$ cat src/rtl/main_control_fsm.sv
// Multi-cycle main control unit for the 16-bit CPU.
// Decodes opcode/funct and sequences fetch, decode, execute, memory and
// writeback, driving alu_op to the downstream ALU-control decoder.
// Optional feature macro: MEM_TIMEOUT_EN adds a memory wait counter that
// aborts to a sticky bus-error state after TIMEOUT_CYCLES cycles without mem_ack.
module main_control_fsm #(
    parameter int TIMEOUT_CYCLES = 255
) (
    input  logic       clk,
    input  logic       rst_n,
    input  logic [3:0] opcode,
    input  logic [3:0] funct,
    input  logic       zero,
    input  logic       mem_ack,
    output logic       mem_req,
    output logic       mem_we,
    output logic       iord,
    output logic       ir_write,
    output logic       pc_write,
    output logic       pc_write_cond,
    output logic [1:0] pc_src,
    output logic       alu_src_a,
    output logic [1:0] alu_src_b,
    output logic [1:0] alu_op,
    output logic       reg_write,
    output logic [1:0] reg_dst,
    output logic [1:0] mem_to_reg,
    output logic       jr,
    output logic       halted,
    output logic       illegal,
    output logic       bus_err
);

    typedef enum logic [4:0] {
        S_IDLE,
        S_FETCH,
        S_DECODE,
        S_EXEC_R,
        S_WB_R,
        S_EXEC_I,
        S_WB_I,
        S_MEM_ADDR,
        S_MEM_RD,
        S_MEM_WB,
        S_MEM_WR,
        S_BRANCH,
        S_JUMP,
        S_JR,
        S_HALT,
        S_ILLEGAL,
        S_BUS_ERR
    } state_t;

    localparam logic [3:0] OP_RTYPE = 4'b0000;
    localparam logic [3:0] OP_ADDI  = 4'b0001;
    localparam logic [3:0] OP_SLTI  = 4'b0010;
    localparam logic [3:0] OP_LW    = 4'b0011;
    localparam logic [3:0] OP_SW    = 4'b0100;
    localparam logic [3:0] OP_BEQ   = 4'b0101;
    localparam logic [3:0] OP_J     = 4'b0110;
    localparam logic [3:0] OP_JAL   = 4'b0111;
    localparam logic [3:0] OP_HALT  = 4'b1111;
    localparam logic [3:0] FN_JR    = 4'b1000;

    state_t r_state;
    state_t w_stateNext;
    logic   w_isWait;
    logic   w_timeout;
    logic   w_unused;

    // The zero flag is consumed by the datapath through pc_write_cond, not here.
    assign w_unused = zero | (TIMEOUT_CYCLES == 0);

    // The three states that hold a memory request open until mem_ack.
    assign w_isWait = (r_state == S_FETCH) || (r_state == S_MEM_RD) || (r_state == S_MEM_WR);

`ifdef MEM_TIMEOUT_EN
    localparam int CNT_W = ($clog2(TIMEOUT_CYCLES + 1) > 8) ? $clog2(TIMEOUT_CYCLES + 1) : 8;

    logic [CNT_W-1:0] r_waitCnt;

    // Count unanswered request cycles; restart whenever the FSM changes state.
    always_ff @(posedge clk or negedge rst_n) begin
        if (!rst_n) begin
            r_waitCnt <= '0;
        end else if (w_stateNext != r_state) begin
            r_waitCnt <= '0;
        end else if (w_isWait && !mem_ack) begin
            r_waitCnt <= r_waitCnt + 1'b1;
        end
    end

    // The TIMEOUT_CYCLES-th unanswered cycle aborts; an ack in that cycle still wins.
    assign w_timeout = w_isWait && !mem_ack && (r_waitCnt == CNT_W'(TIMEOUT_CYCLES - 1));
`else
    assign w_timeout = 1'b0;
`endif

    // State register.
    always_ff @(posedge clk or negedge rst_n) begin
        if (!rst_n) begin
            r_state <= S_IDLE;
        end else begin
            r_state <= w_stateNext;
        end
    end

    // Next-state selection.
    always_comb begin
        w_stateNext = r_state;
        case (r_state)
            S_IDLE:     w_stateNext = S_FETCH;
            S_FETCH: begin
                if (mem_ack)        w_stateNext = S_DECODE;
                else if (w_timeout) w_stateNext = S_BUS_ERR;
            end
            S_DECODE: begin
                case (opcode)
                    OP_RTYPE:       w_stateNext = (funct == FN_JR) ? S_JR : S_EXEC_R;
                    OP_ADDI,
                    OP_SLTI:        w_stateNext = S_EXEC_I;
                    OP_LW,
                    OP_SW:          w_stateNext = S_MEM_ADDR;
                    OP_BEQ:         w_stateNext = S_BRANCH;
                    OP_J,
                    OP_JAL:         w_stateNext = S_JUMP;
                    OP_HALT:        w_stateNext = S_HALT;
                    default:        w_stateNext = S_ILLEGAL;
                endcase
            end
            S_EXEC_R:   w_stateNext = S_WB_R;
            S_WB_R:     w_stateNext = S_FETCH;
            S_EXEC_I:   w_stateNext = S_WB_I;
            S_WB_I:     w_stateNext = S_FETCH;
            S_MEM_ADDR: w_stateNext = (opcode == OP_LW) ? S_MEM_RD : S_MEM_WR;
            S_MEM_RD: begin
                if (mem_ack)        w_stateNext = S_MEM_WB;
                else if (w_timeout) w_stateNext = S_BUS_ERR;
            end
            S_MEM_WB:   w_stateNext = S_FETCH;
            S_MEM_WR: begin
                if (mem_ack)        w_stateNext = S_FETCH;
                else if (w_timeout) w_stateNext = S_BUS_ERR;
            end
            S_BRANCH:   w_stateNext = S_FETCH;
            S_JUMP:     w_stateNext = S_FETCH;
            S_JR:       w_stateNext = S_FETCH;
            S_HALT:     w_stateNext = S_HALT;
            S_ILLEGAL:  w_stateNext = S_ILLEGAL;
            S_BUS_ERR:  w_stateNext = S_BUS_ERR;
            default:    w_stateNext = S_IDLE;
        endcase
    end

    // Control outputs: Moore per state, plus the Mealy PC/IR update in the fetch ack cycle.
    always_comb begin
        mem_req       = 1'b0;
        mem_we        = 1'b0;
        iord          = 1'b0;
        ir_write      = 1'b0;
        pc_write      = 1'b0;
        pc_write_cond = 1'b0;
        pc_src        = 2'b00;
        alu_src_a     = 1'b0;
        alu_src_b     = 2'b00;
        alu_op        = 2'b00;
        reg_write     = 1'b0;
        reg_dst       = 2'b00;
        mem_to_reg    = 2'b00;
        jr            = 1'b0;
        halted        = 1'b0;
        illegal       = 1'b0;
        bus_err       = 1'b0;
        case (r_state)
            S_FETCH: begin
                mem_req = 1'b1;
                if (mem_ack) begin
                    ir_write  = 1'b1;
                    pc_write  = 1'b1;
                    alu_src_b = 2'b01;
                    alu_op    = 2'b11;
                end
            end
            S_DECODE: begin
                alu_src_b = 2'b11;
                alu_op    = 2'b11;
            end
            S_EXEC_R: begin
                alu_src_a = 1'b1;
            end
            S_WB_R: begin
                reg_write = 1'b1;
                reg_dst   = 2'b01;
            end
            S_EXEC_I: begin
                alu_src_a = 1'b1;
                alu_src_b = 2'b10;
                alu_op    = (opcode == OP_SLTI) ? 2'b10 : 2'b11;
            end
            S_WB_I: begin
                reg_write = 1'b1;
            end
            S_MEM_ADDR: begin
                alu_src_a = 1'b1;
                alu_src_b = 2'b10;
                alu_op    = 2'b11;
            end
            S_MEM_RD: begin
                mem_req = 1'b1;
                iord    = 1'b1;
            end
            S_MEM_WB: begin
                reg_write  = 1'b1;
                mem_to_reg = 2'b01;
            end
            S_MEM_WR: begin
                mem_req = 1'b1;
                mem_we  = 1'b1;
                iord    = 1'b1;
            end
            S_BRANCH: begin
                alu_src_a     = 1'b1;
                alu_op        = 2'b01;
                pc_write_cond = 1'b1;
                pc_src        = 2'b01;
            end
            S_JUMP: begin
                pc_write = 1'b1;
                pc_src   = 2'b10;
                if (opcode == OP_JAL) begin
                    reg_write  = 1'b1;
                    reg_dst    = 2'b10;
                    mem_to_reg = 2'b10;
                end
            end
            S_JR: begin
                pc_write = 1'b1;
                pc_src   = 2'b11;
                jr       = 1'b1;
            end
            S_HALT:    halted  = 1'b1;
            S_ILLEGAL: illegal = 1'b1;
            S_BUS_ERR: bus_err = 1'b1;
            default: begin
                mem_req = 1'b0;
            end
        endcase
    end

endmodule

$ cat config.mk
export PLATFORM = sky130hd
export DESIGN_NAME = main_control_fsm
export DESIGN_NICKNAME = d
export VERILOG_FILES = /design/src/rtl/main_control_fsm.sv
export SDC_FILE = /design/constraint.sdc
export NUM_CORES = 1
export LEC_CHECK = 0
export BUFFER_PORTS_ARGS = -buffer_cell sky130_fd_sc_hd__buf_2
export CAP_MARGIN = 0
export CORE_UTILIZATION = 45
export CTS_BUF_LIST = sky130_fd_sc_hd__clkbuf_4 sky130_fd_sc_hd__clkbuf_8
export CTS_CLUSTER_DIAMETER = 200
export DETAILED_ROUTE_END_ITERATION = 16
export HOLD_SLACK_MARGIN = 0.02
export PLACE_DENSITY = 0.8
export SLEW_MARGIN = 20
export SYNTH_ARGS = -nofsm -noshare
export SYNTH_HDL_FRONTEND = slang
export SYNTH_SLANG_ARGS = --single-unit
$ cat constraint.sdc
create_clock -name clk -period 1.5 [get_ports clk]
set_input_delay 0 -clock clk [delete_from_list [all_inputs] [get_ports clk]]
set_output_delay 0 -clock clk [all_outputs]
set_load 0.01 [all_outputs]
---- After elaboration in Yosys (flattened, before gate mapping) ----
Index checks and enable logic that the tools add are counted.
cells by class
  reductions and logical operators ........ 14
  mux-type cells .......................... 30
  equal/unequal tests ..................... 28
operator list
  operator              number
  $pmux W5 S11          1
  $eq A5 B4 Y1 const B  8
  $pmux W4 S6           1
  $eq A5 B3 Y1 const B  4
  $eq A4 B3 Y1 const B  4
  $mux W5               3
  $mux W1               14
  $reduce_or A2 Y1      7
  $pmux W2 S3           2
  $eq A5 B2 Y1 const B  2
  $eq A4 B2 Y1 const B  2
  $eq A4 B4 Y1 const B  2
  $pmux W2 S2           2
  $pmux W2 S4           1
  $reduce_or A7 Y1      1
  $mux W2               3
  $ne A2 B2 Y1 const B  3
  $reduce_or A3 Y1      2
  $eq A5 B1 Y1 const B  1
  $eq A5 B5 Y1 const B  1
  $logic_not A5 Y1      1
  $eq A4 B1 Y1 const B  1
  $logic_not A4 Y1      1
  $mux W4               1
  other kinds (3)       4
storage, ports and cells
  output and inout port bits .............. 22
  bits in registers ....................... 5
  input port bits ......................... 12

---- Logic depth before layout (Yosys ltp) ----
Gate-level depths: netlist of the first run.
  depth in word-level cells ............... 4
  mapped depth ............................ 6
  mapped depth without buffers ............ 4

---- Least setup slack after synthesis of the first run ----
Ideal clock, no wire load.
  path kind ............................... flip-flop to output port
  from .................................... register r_state[4]
  to ...................................... output port reg_write
  path slack .............................. -0.051 ns
  required time ........................... 1.500 ns
  stages on the path, launching flop included .. 6
  data arrival time ....................... 1.551 ns
  cells stage by stage .................... dfrtp_1 buf_2 inv_2 nand3_1 nor4bb_1 o21bai_1
on the way
  longest elaborated chain between the ends .. 3
  elaborated cells between the ends (all ways) .. 6
  classes of those cells .................. 4 x eq/ne; 1 x mux; 1 x reduce/logical
RTL lines
  element                                              line  RTL
  start, declared                                      65    state_t r_state;
  start signal, assigned                               104   r_state <= w_stateNext;
  $eq A5 B4 Y1 / $eq A5 B3 Y1 (equally long branches)  174   case (r_state)
  $reduce_or A3 Y1 (no source line)                    -
  $pmux W1 S2 *                                        174
  end, declared                                        25    output logic reg_write,
Every way passes the cells marked *; elsewhere a longest branch is shown, timed or not.

---- Worst setup path after layout of the first run ----
  from .................................... register r_state[3]
  to ...................................... output port alu_op[1]
on the way
  longest elaborated chain between the ends .. 3
  elaborated cells between the ends (all ways) .. 7
  classes of those cells .................. 5 x eq/ne; 1 x mux; 1 x reduce/logical
RTL lines
  element                                              line  RTL
  $eq A5 B2 Y1 / $eq A5 B3 Y1 (equally long branches)  174
  $reduce_or A2 Y1 (no source line)                    -
  $pmux W2 S4 *                                        174
  end, declared                                        24    output logic [1:0] alu_op,
Marks and branches as above.

==> flow_summary.ini, run 1 <==
[worst_setup_path]
end_kind = primary output
crit_required_ps = 1500
critical-path-max-stage-delay_ps = 450
critPathMaxFanout = 5
critical_path.slowest_cell = dfrtp_2
crit_type = reg -> out
crit_path_start_kind = flip-flop
path_cells = or3_4 -> a21oi_4 -> o21bai_1 -> buf_2
cp.arrival_ps = 1640

[timing]
rsz0062_at_grt = yes
relSlewSlack_pct = 77.89
final.min_clock_period_ps = 1638
drv_slew = 0
skew_ps = 4.865
setup_viol = 13
tightest_slew_ps = 331.7
timing.fmax_mhz = 610.6
fin_crit_sh_pct = 109.2
finalWorstSetupSlack_ps = -137.9
hold_violations = 0

[die]
io_pins = 34
coreArea_sq_um = 1334
rows = 13
initial_core_util_pct = 49.34
die_x_microns = 40.24
fp.dieH_microns = 40.24
dieArea_sq_um = 1619

[logic_synthesis]
synthArstFlopShare_pct = 100.0
synth.yosys.seq_area_share_pct = 19.01
synth.most_common_cell = nor2_1
synth_fp_nets = 111
synth_top_area_cell = dfrtp_1
synth_top_area_share_pct = 19.01
yosysWarnings = 0
ys_ff_latch = 5
ys.flop_type = dfrtp_1
synth_common_cells = nor2_1, o21ai_0, a21oi_1, nand2_1
synth_area_sq_um = 658.1
ys_types = 35
synth_area_per_cell_sq_um = 6.648
synth_edf_count = 0
postSynthCellCount = 99
synth_area_leaders = dfrtp_1, nor2_1, o21ai_0, a21oi_1, nand2b_1

[finish]
nNetsFinal = 173
instances_no_fill = 175
layout-drive-gt1-share_pct = 62.50
largest_register_ffs = 5
antenna_cells = 0
reg_top3 = r_state x5
syn_to_final_growth_pct = 96.20
top_register = r_state

[global_route]
grt_pass1_wl_microns = 4098
grt_max_degree = 9
antenna_found_initial = 0
grt_util_all_layers_pct = 40.02
overflow = 0
grt_pass1_vias = 921

[detailed_routing]
dr.max_layer_used = met4
drc = 0
met1_length_microns = 1450
firstDrtPassIters = 8
drt-total-wl_microns = 4595
wl_per_cell_microns = 26.26
drtIter0Drc = 155
vias = 1306
drtAntennaViolNets = 0
wl_met3_microns = 685
dr_wl_met2_microns = 1951
vias_per_cell = 7.463

[placement]
pre_cts_slack_ps = -25.87
routabilityCongestion = 0.9701
dpl.hpwl_microns = 1559
dp.cells = 148
io_buffers = 32

[power_and_ir_drop]
powerDensity_nw_per_um2 = 2095
power_leakage_nw = 0.6276
vdd_drop_max_mv = 1.481

[run_status]
violations = setup timing
status = complete, but fails checks

[hold_path]
hold_class = in -> async

[clocking]
clock_latency_ps = 260
cts_tree = done
cts_buffers = 3
cts.sinks = 5
h-tree-depth = 1
clk_pin_slew_ps = 50
cts_root_buf = clkbuf_4
cts_buffer_depth = 2

[run]
max_cap_violations = 0
[final timing paths]
| check | start | to | slack, ps | depth (start not counted) |
|---|---|---|---|---|
| max | r_state[3] | alu_op[1] | -140 | 4 |
| min | rst_n | r_state[0] | 100 | 2 |
| max reg2reg | r_state[3] | r_state[3] | -130 | 4 |
| min reg2reg | r_state[4] | r_state[2] | 720 | 2 |
| max in group asynchronous | rst_n | r_state[3] | 1240 | 2 |
| min in group clk | mem_ack | r_state[1] | 120 | 2 |
[power by group]
group	total [mW]	internal [mW]	leakage (nW)	switching [mW]
Sequential	0.348	0.195	0.0575	0.154
Clock	0.196	0.120	0.0184	0.0757
Combinational	2.16	0.978	0.552	1.18
[final cells by class]
type                    count  area, sq um
multi-input cells          82        650.6
inverters                   6        27.53
flip-flops and latches      5        131.4
well taps                  15        18.77
fillers                    26        42.54
clock buffers               4        30.03
repair buffers             63        432.9
[worst max-delay path, delay by kind of cell (launching register included)]
kind            cells  cell delay (ps)
flops               1              450
simple gates        1              430
compound gates      2              310
buf+inv             1              180
[kinds of logic after synthesis]
| group | count (synthesis) | share of synthesized area (%) |
|---|---|---|
| DFF | 5 | 19.01 |
| buffers and inverters | 12 | 7.413 |
| and+or+nand+nor | 47 | 37.64 |
| AOI/OAI and AO/OA | 35 | 35.93 |
[layer usage]
metal | vias up | global-route usage (%)
met5 | - | 0
met4 | 0 | 30.83
met3 | 77 | 12.22
met2 | 181 | 69.35
met1 | 560 | 39.33
li1 | 488 | -
[layout by cell type (no fill, tap or decap), types with 5 or more instances in the layout]
cell	Yosys	final
a21oi_1	7	6
buf_2	3	31
buf_4	0	24
buf_6	0	6
dfrtp_2	0	5
nor2_1	16	9
nor2_2	0	5
o21ai_0	9	6
[metrics by stage]
stage	area (sq um)	hold slack (ps)	power [mW]	TNS, ps	utilization (%)
CTS	1086	70.23	1.947	-13.16	81.43
floorplan	664.4	-295.6	1.012	0	-
finish	1291	99.94	2.706	-1060	96.81
detailed placement	877.1	-182.4	1.431	-25.87	65.76
global placement	877.1	-188.1	1.398	0	65.76
global route	1291	140.6	2.765	-1473	96.81
[repair_timing]
action                                  CTS  global route
endpoints found under the hold margin     5             0
hold buffers                              1             0
gates cloned                              0             0
resized for setup                        22            33
pin swaps                                 4            10
setup buffers                            14             8
endpoints found under the setup margin   15            14
Power figures use the tool's default switching activity.
==> run 2, diff against run 1 <==
==> constraint.sdc (replaced) <==
create_clock -name clk -period 1.5 [get_ports clk]
set_input_delay 0.3 -clock clk [delete_from_list [all_inputs] [get_ports clk]]
set_output_delay 0.3 -clock clk [all_outputs]
set_load 0.01 [all_outputs]
==> run 2 against run 1 <==
Compared with the run above:
- synthesized cell count unchanged
- the run now fails in clock tree synthesis
- area after synthesis unchanged
==> flow_summary.ini, run 2 <==
[logic_synthesis]
synth_area_leaders = dfrtp_1, nor2_1, o21ai_0, a21oi_1, nand2b_1
ys_types = 35
synth_edf_count = 0
synth_top_area_share_pct = 19.01
synth_common_cells = nor2_1, o21ai_0, a21oi_1, nand2_1
ys_ff_latch = 5
ys.flop_type = dfrtp_1
synthArstFlopShare_pct = 100.0
synth_top_area_cell = dfrtp_1
synth_area_sq_um = 658.1
synth_area_per_cell_sq_um = 6.648
postSynthCellCount = 99
synth.yosys.seq_area_share_pct = 19.01
yosysWarnings = 0
synth.most_common_cell = nor2_1
synth_fp_nets = 111

[die]
rows = 13
io_pins = 34
fp.dieH_microns = 40.24
die_x_microns = 40.24
initial_core_util_pct = 49.34

[run_status]
status = did not finish
stop_stage = clock tree synthesis
stop_error = [ERROR DPL-0038] Utilization greater than 100%, impossible to legalize

[clocking]
cts.sinks = 5
post_cts.repair.setup_buffers = 8
cts_buffers = 3
cts_buffer_depth = 2
cts_root_buf = clkbuf_4
hold_buffers = 1
h-tree-depth = 1
cts_resized = 39

[placement]
routabilityCongestion = 0.9520
io_buffers = 32
dpl.hpwl_microns = 1995
pre_cts_slack_ps = -150.6
run 2: logic make-up after synthesis:
family,synth area share (%)
AOI/OAI and AO/OA,35.93
buffers and inverters,7.413
DFF,19.01
and+or+nand+nor,37.64
run 2: metrics by stage:
| step | utilization [%] | instances | area [sq um] |
|---|---|---|---|
| after floorplan | - | 99 | 743.2 |
| after global placement | 84.33 | 172 | 1125 |
| after detailed placement | 84.33 | 172 | 1125 |
==> run 3, diff against run 2 <==
==> config.mk (replaced) <==
export PLATFORM = sky130hd
export DESIGN_NAME = main_control_fsm
export DESIGN_NICKNAME = d
export VERILOG_FILES = /design/src/rtl/main_control_fsm.sv
export SDC_FILE = /design/constraint.sdc
export NUM_CORES = 1
export LEC_CHECK = 0
export BUFFER_PORTS_ARGS = -buffer_cell sky130_fd_sc_hd__buf_2
export CAP_MARGIN = 0
export CORE_AREA = 2 2 63 65
export DETAILED_ROUTE_END_ITERATION = 16
export DIE_AREA = 0 0 65 67
export PLACE_DENSITY_LB_ADDON = 0.15
export SLEW_MARGIN = 20
export SYNTH_ARGS = -nofsm -noshare
export SYNTH_HDL_FRONTEND = slang
export SYNTH_SLANG_ARGS = --single-unit
==> run 3 against run 2 <==
Compared with the run above:
- the flow now finishes, with violations (setup timing)
==> flow_summary.ini, run 3 (synthesis results as in run 1) <==
[finish]
largest_register_ffs = 5
syn_to_final_growth_pct = 153.0
layout-drive-gt1-share_pct = 71.67
instances_no_fill = 228
mostFrequentLayoutCells = buf_4, buf_2, buf_6
nNetsFinal = 193
antenna_cells = 0
reg_top3 = r_state x5
top_register = r_state
design_area_sq_um = 1665
num-fill-cells = 359
final_common_cell = buf_4
final_util_pct = 46.18

[placement]
io_buffers = 32
dpl.hpwl_microns = 2142
dp.cells = 206
routabilityCongestion = 0.8808
placed_area_sq_um = 1174
pre_cts_slack_ps = -172.3

[clocking]
cts_root_buf = clkbuf_8
cts_buffer_depth = 2
cts_buffers = 3
clk_pin_slew_ps = 40
cts_tree = done
clock_latency_ps = 220
h-tree-depth = 1
cts.sinks = 5

[die]
fp.dieH_microns = 67
rows = 22
io_pins = 34
die_x_microns = 65
initial_core_util_pct = 18.25
coreArea_sq_um = 3606
dieArea_sq_um = 4355

[run_status]
status = complete, but fails checks
violations = setup timing

[timing]
tightest_slew_ps = 271.7
rsz0062_at_grt = yes
timing.fmax_mhz = 560.0
finalWorstSetupSlack_ps = -285.8
final.min_clock_period_ps = 1786
fin_crit_sh_pct = 119.0
relSlewSlack_pct = 81.60
skew_ps = 1.360
setup_viol = 25
drv_slew = 0
hold_violations = 0

[power_and_ir_drop]
powerDensity_nw_per_um2 = 1852
p_total_mw = 3.085
vdd_drop_max_mv = 0.4556
power_leakage_nw = 0.7769

[worst_setup_path]
critical-path-max-stage-delay_ps = 440
cp.arrival_ps = 1490
critPathMaxFanout = 4
crit_path_start_kind = flip-flop
critical_path.slowest_cell = dfrtp_2
end_kind = primary output
crit_type = reg -> out
path_buf_inv = 1
path_cells = or3_4 -> a21oi_4 -> o21bai_4 -> buf_6
crit_required_ps = 1200
critPathTopFamily = flip-flops

[global_route]
grt_util_all_layers_pct = 13.80
grt_pass1_vias = 1029
grt_max_degree = 8
antenna_found_initial = 0
overflow = 0
grt_pass1_wl_microns = 4802

[detailed_routing]
drtIter0Drc = 26
drtAntennaViolNets = 0
drc = 0
wl_per_cell_microns = 13.92
vias = 1090
vias_per_cell = 4.781
firstDrtPassIters = 4
drt-total-wl_microns = 3174

[run]
max_cap_violations = 0

[hold_path]
hold_class = in -> async
-- run 3: layout make-up --
cell class | count | area [sq um] | share of cell area (%)
multi-input cells | 82 | 738.2 | 44.33
flip-flops and latches | 5 | 131.4 | 7.889
clock buffers | 4 | 45.04 | 2.705
repair buffers | 83 | 663.1 | 39.82
well taps | 48 | 60.06 | 3.606
inverters | 6 | 27.53 | 1.653
-- run 3: path summary, 6_finish.rpt --
| path | from | endpoint | slack [ps] | cells past startpoint |
|---|---|---|---|---|
| worst min register to register | r_state[4] | r_state[2] | 660 | 2 |
| worst min-delay path | rst_n | r_state[4] | 430 | 2 |
| max in group asynchronous | rst_n | r_state[3] | 920 | 2 |
| worst max register to register | r_state[2] | r_state[1] | -130 | 6 |
| min in group clk | mem_ack | r_state[1] | 500 | 3 |
| worst max-delay path | r_state[3] | alu_op[1] | -290 | 4 |
-- run 3: through the flow --
stage,TNS (ps),hold slack (ps)
6_report,-3816,435.0
5_1_grt,-5255,439.8
4_1_cts,-3254,423.6
3_5_place_dp,-1587,120.1
3_3_place_gp,-1839,114.9
2_1_floorplan,-40.32,4.409
-- run 3: report_power, final --
| part | total, mW | switching (mW) | internal, mW |
|---|---|---|---|
| logic | 2.52 | 1.14 | 1.39 |
| clock network | 0.248 | 0.0660 | 0.182 |
| registers | 0.313 | 0.117 | 0.196 |
-- run 3: worst register-to-register path, stage by stage (launching register included) --
cell      delay (ps)
dfrtp_2          450
buf_6            160
buf_6            120
a211o_1          240
a221o_1          320
o21ai_1           80
o311ai_1         120
-- run 3: timing repair --
item | in CTS | in global routing
resized for setup | 47 | 26
hold buffers | 1 | 0
endpoints found under the hold margin | 5 | 0
pin swaps | 12 | 8
gates cloned | 0 | 0
endpoints found under the setup margin | 25 | 26
buffers inserted | 12 | 7
-- run 3: routing by layer --
metal | vias to the layer above | wire, microns | track usage, %
met4 | 0 | 26 | 3.191
li1 | 532 | - | -
met1 | 517 | 1303 | 17.90
met5 | - | 0 | 0
met2 | 37 | 1694 | 24.36
met3 | 4 | 150 | 1.520
